===== src/rtl/reg_read_stage.sv =====
// Decode / register-read stage.
// Holds the general register file. Its single write port is driven by writeback.
// It reads rs/rt with a same-cycle writeback bypass and detects load-use hazards.
// The decoded instruction is registered into the ID/EX pipeline register,
// under stall and flush control.
module reg_read_stage #(
  parameter int          DATA_W   = 32,
  parameter int          ADDR_W   = 5,
  parameter logic [5:0]  LOAD_OPC = 6'b100011
) (
  input  logic              clk,
  input  logic              rstn,
  input  logic              i_RD_valid,
  input  logic [31:0]       i_RD_instr,
  input  logic [DATA_W-1:0] i_RD_pc,
  input  logic              i_RD_stall,
  input  logic              i_RD_flush,
  input  logic              i_RD_wbWe,
  input  logic [ADDR_W-1:0] i_RD_wbWA,
  input  logic [DATA_W-1:0] i_RD_wbData,
  output logic              o_RD_valid,
  output logic [DATA_W-1:0] o_RD_pc,
  output logic [5:0]        o_RD_opc,
  output logic [ADDR_W-1:0] o_RD_rsA,
  output logic [ADDR_W-1:0] o_RD_rtA,
  output logic [ADDR_W-1:0] o_RD_rdA,
  output logic [DATA_W-1:0] o_RD_rsData,
  output logic [DATA_W-1:0] o_RD_rtData,
  output logic [DATA_W-1:0] o_RD_imm,
  output logic              o_RD_stallReq
);

  localparam int REG_N = 1 << ADDR_W;
  // Read ports: 0/1 serve the incoming rs/rt, 2/3 refresh the held rs/rt during a stall.
  localparam int RP_N  = 4;

  // Decoded fields of the incoming instruction.
  logic [5:0]        opc_in;
  logic [ADDR_W-1:0] rs_in;
  logic [ADDR_W-1:0] rt_in;
  logic [ADDR_W-1:0] rd_in;
  logic [DATA_W-1:0] imm_in;

  assign opc_in = i_RD_instr[31:26];
  assign rs_in  = i_RD_instr[21 +: ADDR_W];
  assign rt_in  = i_RD_instr[16 +: ADDR_W];
  assign rd_in  = i_RD_instr[11 +: ADDR_W];
  assign imm_in = {{(DATA_W-16){i_RD_instr[15]}}, i_RD_instr[15:0]};

  // Register file storage. Entry 0 is never written and always stays 0.
  logic [DATA_W-1:0] rf_reg [REG_N];
  logic              wr_en;

  assign wr_en = i_RD_wbWe && (i_RD_wbWA != '0);

  // Register file write port. The reset clears every entry.
  always_ff @(posedge clk or negedge rstn) begin
    if (!rstn) begin
      for (int i = 0; i < REG_N; i++) begin
        rf_reg[i] <= '0;
      end
    end else if (wr_en) begin
      rf_reg[i_RD_wbWA] <= i_RD_wbData;
    end
  end

  // Combinational read ports with writeback bypass. Register 0 reads 0.
  logic [ADDR_W-1:0] rp_addr [RP_N];
  logic [DATA_W-1:0] rp_data [RP_N];

  assign rp_addr[0] = rs_in;
  assign rp_addr[1] = rt_in;
  assign rp_addr[2] = o_RD_rsA;
  assign rp_addr[3] = o_RD_rtA;

  genvar gi;
  generate
    for (gi = 0; gi < RP_N; gi++) begin : g_rport
      assign rp_data[gi] = (rp_addr[gi] == '0) ? '0 :
                           (i_RD_wbWe && (i_RD_wbWA == rp_addr[gi])) ? i_RD_wbData :
                           rf_reg[rp_addr[gi]];
    end
  endgenerate

  // ID/EX pipeline register state.
  logic              valid_reg,  valid_next;
  logic [DATA_W-1:0] pc_reg,     pc_next;
  logic [5:0]        opc_reg,    opc_next;
  logic [ADDR_W-1:0] rs_reg,     rs_next;
  logic [ADDR_W-1:0] rt_reg,     rt_next;
  logic [ADDR_W-1:0] rd_reg,     rd_next;
  logic [DATA_W-1:0] rsd_reg,    rsd_next;
  logic [DATA_W-1:0] rtd_reg,    rtd_next;
  logic [DATA_W-1:0] imm_reg,    imm_next;
  logic              stall_req;

  // Load-use hazard: the registered load's destination feeds the incoming instruction.
  assign stall_req = valid_reg && (opc_reg == LOAD_OPC) && (rt_reg != '0) && i_RD_valid &&
                     ((rs_in == rt_reg) || (rt_in == rt_reg));

  // Next pipeline register contents. Priority order: flush, stall, hazard bubble, load.
  always_comb begin
    valid_next = valid_reg;
    pc_next    = pc_reg;
    opc_next   = opc_reg;
    rs_next    = rs_reg;
    rt_next    = rt_reg;
    rd_next    = rd_reg;
    rsd_next   = rsd_reg;
    rtd_next   = rtd_reg;
    imm_next   = imm_reg;
    if (i_RD_flush || (!i_RD_stall && stall_req)) begin
      valid_next = 1'b0;
      pc_next    = '0;
      opc_next   = '0;
      rs_next    = '0;
      rt_next    = '0;
      rd_next    = '0;
      rsd_next   = '0;
      rtd_next   = '0;
      imm_next   = '0;
    end else if (i_RD_stall) begin
      // A held instruction keeps tracking writebacks to its source registers.
      rsd_next = rp_data[2];
      rtd_next = rp_data[3];
    end else begin
      valid_next = i_RD_valid;
      pc_next    = i_RD_pc;
      opc_next   = opc_in;
      rs_next    = rs_in;
      rt_next    = rt_in;
      rd_next    = rd_in;
      rsd_next   = rp_data[0];
      rtd_next   = rp_data[1];
      imm_next   = imm_in;
    end
  end

  // Pipeline register. It clears asynchronously on reset.
  always_ff @(posedge clk or negedge rstn) begin
    if (!rstn) begin
      valid_reg <= 1'b0;
      pc_reg    <= '0;
      opc_reg   <= '0;
      rs_reg    <= '0;
      rt_reg    <= '0;
      rd_reg    <= '0;
      rsd_reg   <= '0;
      rtd_reg   <= '0;
      imm_reg   <= '0;
    end else begin
      valid_reg <= valid_next;
      pc_reg    <= pc_next;
      opc_reg   <= opc_next;
      rs_reg    <= rs_next;
      rt_reg    <= rt_next;
      rd_reg    <= rd_next;
      rsd_reg   <= rsd_next;
      rtd_reg   <= rtd_next;
      imm_reg   <= imm_next;
    end
  end

  assign o_RD_valid    = valid_reg;
  assign o_RD_pc       = pc_reg;
  assign o_RD_opc      = opc_reg;
  assign o_RD_rsA      = rs_reg;
  assign o_RD_rtA      = rt_reg;
  assign o_RD_rdA      = rd_reg;
  assign o_RD_rsData   = rsd_reg;
  assign o_RD_rtData   = rtd_reg;
  assign o_RD_imm      = imm_reg;
  assign o_RD_stallReq = stall_req;

endmodule

===== config.mk =====
export PLATFORM = sky130hd
export DESIGN_NAME = reg_read_stage
export DESIGN_NICKNAME = d
export VERILOG_FILES = /design/src/rtl/reg_read_stage.sv
export SDC_FILE = /design/constraint.sdc
export NUM_CORES = 2
export LEC_CHECK = 0
export ABC_CLOCK_PERIOD_IN_PS = 2750
export CAP_MARGIN = 40
export CORE_MARGIN = 1.5
export CORE_UTILIZATION = 35
export DETAILED_ROUTE_END_ITERATION = 7
export HOLD_SLACK_MARGIN = 0.15
export MAX_ROUTING_LAYER = met4
export PLACE_DENSITY_LB_ADDON = 0.2
export RECOVER_POWER = 50
export SYNTH_ARGS = -nofsm -noshare
export SYNTH_HDL_FRONTEND = slang
export SYNTH_SLANG_ARGS = --single-unit

===== constraint.sdc =====
create_clock -name clk -period 2.75 [get_ports clk]
set_clock_uncertainty 0.1 [all_clocks]
set_input_delay 0.55 -clock clk [delete_from_list [all_inputs] [get_ports clk]]
set_output_delay 0.55 -clock clk [all_outputs]
set_load 0.03 [all_outputs]

# After elaboration in Yosys (flattened, before gate mapping)
# Index checks and enable logic that the tools add are counted.
# word_totals
regBits,1174
output_inout_bits,151
elab_cells,121
# classes
magnitude_cmp,6
n_eq_ne,8
muxes,41
n_bitwise,5
n_reduce_logical,20
# ops
op,n
1024-bit bitwise mux,1
32-bit two-way mux,25
32-bit binary-select mux with 5-bit select,4
32-bit demux with 5-bit select,1
5-bit equality test,6
6-bit >= comparator (second input constant),5
5-bit two-way mux,6
5-bit NOT with 6-bit output,5
5-bit zero test,4
6-bit two-way mux,2
1-bit logical AND,11
5-bit nonzero test,2
6-bit equality test (second input constant),1
6-bit by 1-bit < comparator with 1-bit output (second input constant),1
1-bit logical OR,2
1-bit two-way mux,2
2-bit by 1-bit inequality test with 1-bit output (second input constant),1
1-bit zero test,1

# Logic depth before layout (Yosys ltp)
# depth
word_depth,8
depth_mapped,12

# Least setup slack after synthesis
# OpenSTA, ideal clock, no wires.
# synth_timing
kind,register -> register
startpoint,register rs_reg[1] (netlist: o_RD_rsA[1])
endpoint,register rsd_reg[23] (netlist: o_RD_rsData[23])
setup_ps,135
arrival_ps,2580
required_ps,2515
path_slack_ps,-64
stages_incl_launch_ff,8
path_buffers,3
synth_period_minus_slack_ps,2814
path_cell_list,dfrtp_1 -> buf_2 -> buf_1 -> buf_1 -> mux4_2 -> mux4_2 -> a221oi_1 -> o31ai_1
# synth_via
elab_chain_len,8
word_cells_on_any_way,11
classes_between,1 x eq/ne; 7 x mux; 1 x bitwise; 2 x reduce/logical
# synth_rtl
item,line,source
start: declaration,89,"logic [ADDR_W-1:0] rs_reg, rs_next;"
start signal: assignment,155,rs_reg <= rs_next;
5-bit NOT with 6-bit output (implied by the code),81,rf_reg[rp_addr[gi]];
32-bit binary-select mux with 5-bit select,81,
32-bit two-way mux (implied by the code) (2 in series),81,
32-bit two-way mux,80,(i_RD_wbWe && (i_RD_wbWA == rp_addr[gi])) ? i_RD_wbData :
32-bit two-way mux (*),79,assign rp_data[gi] = (rp_addr[gi] == '0) ? '0 :
32-bit two-way mux (*),122,end else if (i_RD_stall) begin
32-bit two-way mux (*),112,if (i_RD_flush || (!i_RD_stall && stall_req)) begin
named net rsd_next[23],92,"logic [DATA_W-1:0] rsd_reg, rsd_next;"
end signal: assignment,158,rsd_reg <= rsd_next;
end: declaration,92,
# Mark *: on every way through the listed nets, which the timed path passes. The rest lies on a longest branch. The select of a mux whose other input is x is not followed.
# A chain may end at the register's enable or synchronous reset.

# Worst setup path after layout
# layout_timing
startpoint,register opc_reg[4] (netlist: o_RD_opc[4])
endpoint,output port o_RD_stallReq
# layout_via
elab_chain_len,5
# layout_rtl
item,line,source
start: declaration,88,"logic [5:0] opc_reg, opc_next;"
start signal: assignment,154,opc_reg <= opc_next;
6-bit equality test,98,assign stall_req = valid_reg && (opc_reg == LOAD_OPC) && (rt_reg != '0) && i_RD_valid &&
1-bit logical AND (4 in series),98,
end: declaration,30,output logic o_RD_stallReq
# No other way between the ends.

==> impl_summary.txt <==
----------------------------------------------------
[Place]
  Global placer's final weighted congestion ... 0.962
  Placed cells ... 8506
  Port Buf Inserts ... 257
  Half-perimeter wire length after detailed placement ... 236000 µm
  Post-placement worst setup slack ... -0.470 ns

[Floorplan]
  Die outline height ... 471 µm
  Width of the chip ... 471 µm
  Total I/O pin count ... 258
  Die footprint ... 0.222 mm²
  Placeable core region ... 0.218 mm²
  Number of standard-cell rows in the floorplan ... 171
  Initial Utilization ... 35.3%

[Clocking]
  TritonCTS buffer count ... 144
  Bufs on Longest Clock Path ... 3
  Total number of H-tree levels ... 4
  Clock sink count ... 1153
  Clock-pin slew on the worst setup and hold paths ... 0.06 ns
  TritonCTS clock tree ... yes
  Worst skew pair latency ... 0.83 ns
  Root buffer cell ... clkbuf_16

[Timing]
  Setup-failing EPs final ... 395
  Fmax ... 0.310 GHz
  Final Worst Setup Slack ... -0.478 ns
  Final-report hold violation count ... 0
  Minimum period implied by the final worst setup slack ... 3.23 ns
  RSZ-0062 raised after global routing ... true
  Part of the cycle the worst path needs ... 117%
  Transition time at the pin with the least slew margin ... 1.91 ns
  Total negative slack for setup checks ... -34.13 ns
  Max-slew headroom at the worst pin ... -27.5%
  Final Max Slew Viols ... 50

[Synthesis]
  Post-synth ARST share ... 100%
  Post-synthesis area per instance ... 14.9 µm²
  Register area share after synthesis ... 37.6%
  Number of warning messages in the yosys log ... 0
  Synthesized instance count ... 5166
  Commonest register cell after synthesis ... dfrtp_1
  Register bit count reported by yosys ... 1153
  Net count after synthesis ... 5273
  Count of flip-flops with a built-in enable after synthesis ... 0
  Cell area after technology mapping ... 0.0768 mm²
  Distinct cell type count after synthesis ... 78

[Setup path]
  Endpoint kind of the worst setup timing path ... primary output
  RR Startpoint ... o_RD_rtA[0]
  Critical-path cell list ... or4b_4, nor3_4, and2_4, buf_12
  Source of the critical timing path ... o_RD_opc[4]
  Max Fanout on Critical Path ... 2
  Type of origin of the critical path ... register
  Setup Crit Path Kind ... reg2out
  Worst endpoint data arrival time ... 2.58 ns
  Highest cell delay on the worst timing path ... 0.56 ns
  Cell with the largest stage delay on the worst path ... or4b_4
  CP required ... 2.10 ns

[Finish]
  Area growth syn-to-layout ... 26.5%
  End-of-flow core utilization ... 44.6%
  Nets ... 6005
  Fill cell instance count of the final layout ... 19200
  Flip-flop count of the largest register after layout ... 1024
  Proportion of layout cells with a drive suffix above 1 ... 57.7%
  Post-route insts no fill ... 8889

[Drt]
  Via count ... 59400
  DRC Markers ... 0
  Iteration-0 DRC count of the detailed router ... 7536
  Routed WL per cell ... 38.8 µm
  Detailed-route wire length ... 345000 µm
  First drt pass iteration count ... 6
  Vias per Instance ... 6.68
  Number of routed nets with antenna violations ... 0

[Global route]
  Layer with the highest usage ... met2
  Vias in the first global route ... 58900
  Global Route Usage Sum ... 31.5%
  Met1 usage ... 40.6%
  Grt total ovfl ... 0
  Fraction of met3 tracks used by global routing ... 8.96%
  Antenna violations before repair ... 24
  Pin count of the biggest net entering global routing ... 102
  Global-route wire length before repair ... 481000 µm
  Global routing met2 resource utilization ... 45.5%

[Power]
  Peak supply drop ... 0.546 mV
  Total design power ... 0.0616 W
  Power density normalized to cell area ... 634 mW/mm²
  Leakage power ... 39.6 nW

[Outcome]
  Outcome ... finished with violations
  Failing checks ... max-capacitance violations, max-slew violations, negative setup slack

[Hold path]
  Hold crit path type ... in2reg
  Worst hold start ... i_RD_instr[27]

[Flow run]
  # Max-Cap Violations ... 1

----------------------------------------------------
## path summary, 6_finish.rpt
check / endpoint / slack (ns) / depth (start not counted)
min: o_RD_opc[1] / 0.24 / 2
min reg2reg: rf_reg[996] / 0.34 / 0
max: o_RD_stallReq / -0.48 / 4
max in group asynchronous: rf_reg[833] / -0.17 / 4
min in group asynchronous: o_RD_rtData[14] / 0.73 / 2
max reg2reg: o_RD_rtData[15] / -0.36 / 12
## Yosys cell counts, types with 30 or more instances
| cell | count | area share (%) |
|---|---|---|
| a211oi_1 | 56 | 0.55 |
| a21oi_1 | 78 | 0.51 |
| a221oi_1 | 44 | 0.50 |
| a22o_1 | 81 | 0.92 |
| a22oi_1 | 156 | 1.5 |
| buf_1 | 84 | 0.41 |
| buf_2 | 167 | 1.1 |
| buf_4 | 72 | 0.70 |
| buf_6 | 36 | 0.53 |
| clkbuf_1 | 288 | 1.4 |
| dfrtp_1 | 1153 | 38 |
| mux2_2 | 1011 | 15 |
| mux2i_1 | 211 | 2.8 |
| mux4_2 | 1024 | 30 |
| nand2_1 | 128 | 0.63 |
| nor2_1 | 70 | 0.34 |
| nor2b_1 | 42 | 0.34 |
| nor3_1 | 30 | 0.20 |
| o211ai_1 | 35 | 0.34 |
| o22ai_1 | 54 | 0.44 |
| xnor2_1 | 30 | 0.34 |
## logic make-up after synthesis
group | Yosys count | share of synthesized area [%]
AO/OA/AOI/OAI | 624 | 6.08
multiplexers | 2279 | 48.7
XOR/XNOR | 30 | 0.342
AND/OR/NAND/NOR | 402 | 2.65
flip-flops | 1153 | 37.6
buffers and inverters | 678 | 4.61
## metal layers
| layer | part of all wire [%] | vias to the layer above |
|---|---|---|
| li1 | - | 22600 |
| met1 | 39 | 31600 |
| met2 | 44 | 4192 |
| met3 | 11 | 986 |
| met4 | 5.7 | 0 |
| met5 | 0 | - |
## metrics by stage
step | hold slack, ns | area, µm²
3_5_place_dp | 0.323 | 90100
3_3_place_gp | 0.319 | 90100
5_1_grt | 0.224 | 97100
6_report | 0.235 | 97100
2_1_floorplan | 0.154 | 76800
4_1_cts | 0.174 | 96100
## layout by cell type (no fill, tap or decap), types with 38 or more instances in the layout
master	n
o22ai_1	53
clkdlybuf4s50_1	210
mux2i_1	208
buf_4	628
dfrtp_1	1144
clkbuf_16	153
a21oi_1	70
mux2_2	1011
buf_12	281
a22o_1	81
nand2_1	112
a22oi_1	152
clkbuf_1	38
nor2_1	44
mux4_2	1024
## where the power goes
group	switching [W]	internal, W
registers	0.00390	0.0200
clock network	0.00844	0.0118
logic	0.00724	0.0101
## what timing repair did
| action | CTS | global route |
|---|---|---|
| setup buffers | 45 | 53 |
| pin swaps | 18 | 67 |
| gates resized for setup | 134 | 148 |
| gates cloned | 8 | 7 |
| hold buffers | 1 | 0 |
| setup endpoints to repair | 153 | 72 |
| hold endpoints to repair | 604 | 0 |
## worst max-delay path: cells and delay by family (launching register included)
family,cells,cell delay [ns]
AND/OR/NAND/NOR,3,1.23
buffers and inverters,1,0.14
flip-flops,1,0.38
## cell type report
cell class	count	area (µm²)	area share, %
Multi-Input combinational cell	3335	45300	46.7
Sequential cell	1153	28900	29.7
Timing Repair Buffer	1259	14300	14.7
Clock buffer	205	4200	4.32
Tap cell	2854	3570	3.68
Clock inverter	58	790	0.813
Antenna cell	20	50.0	0.0515
Inverter	5	21.3	0.0219
(Power assumes the default switching activity.)
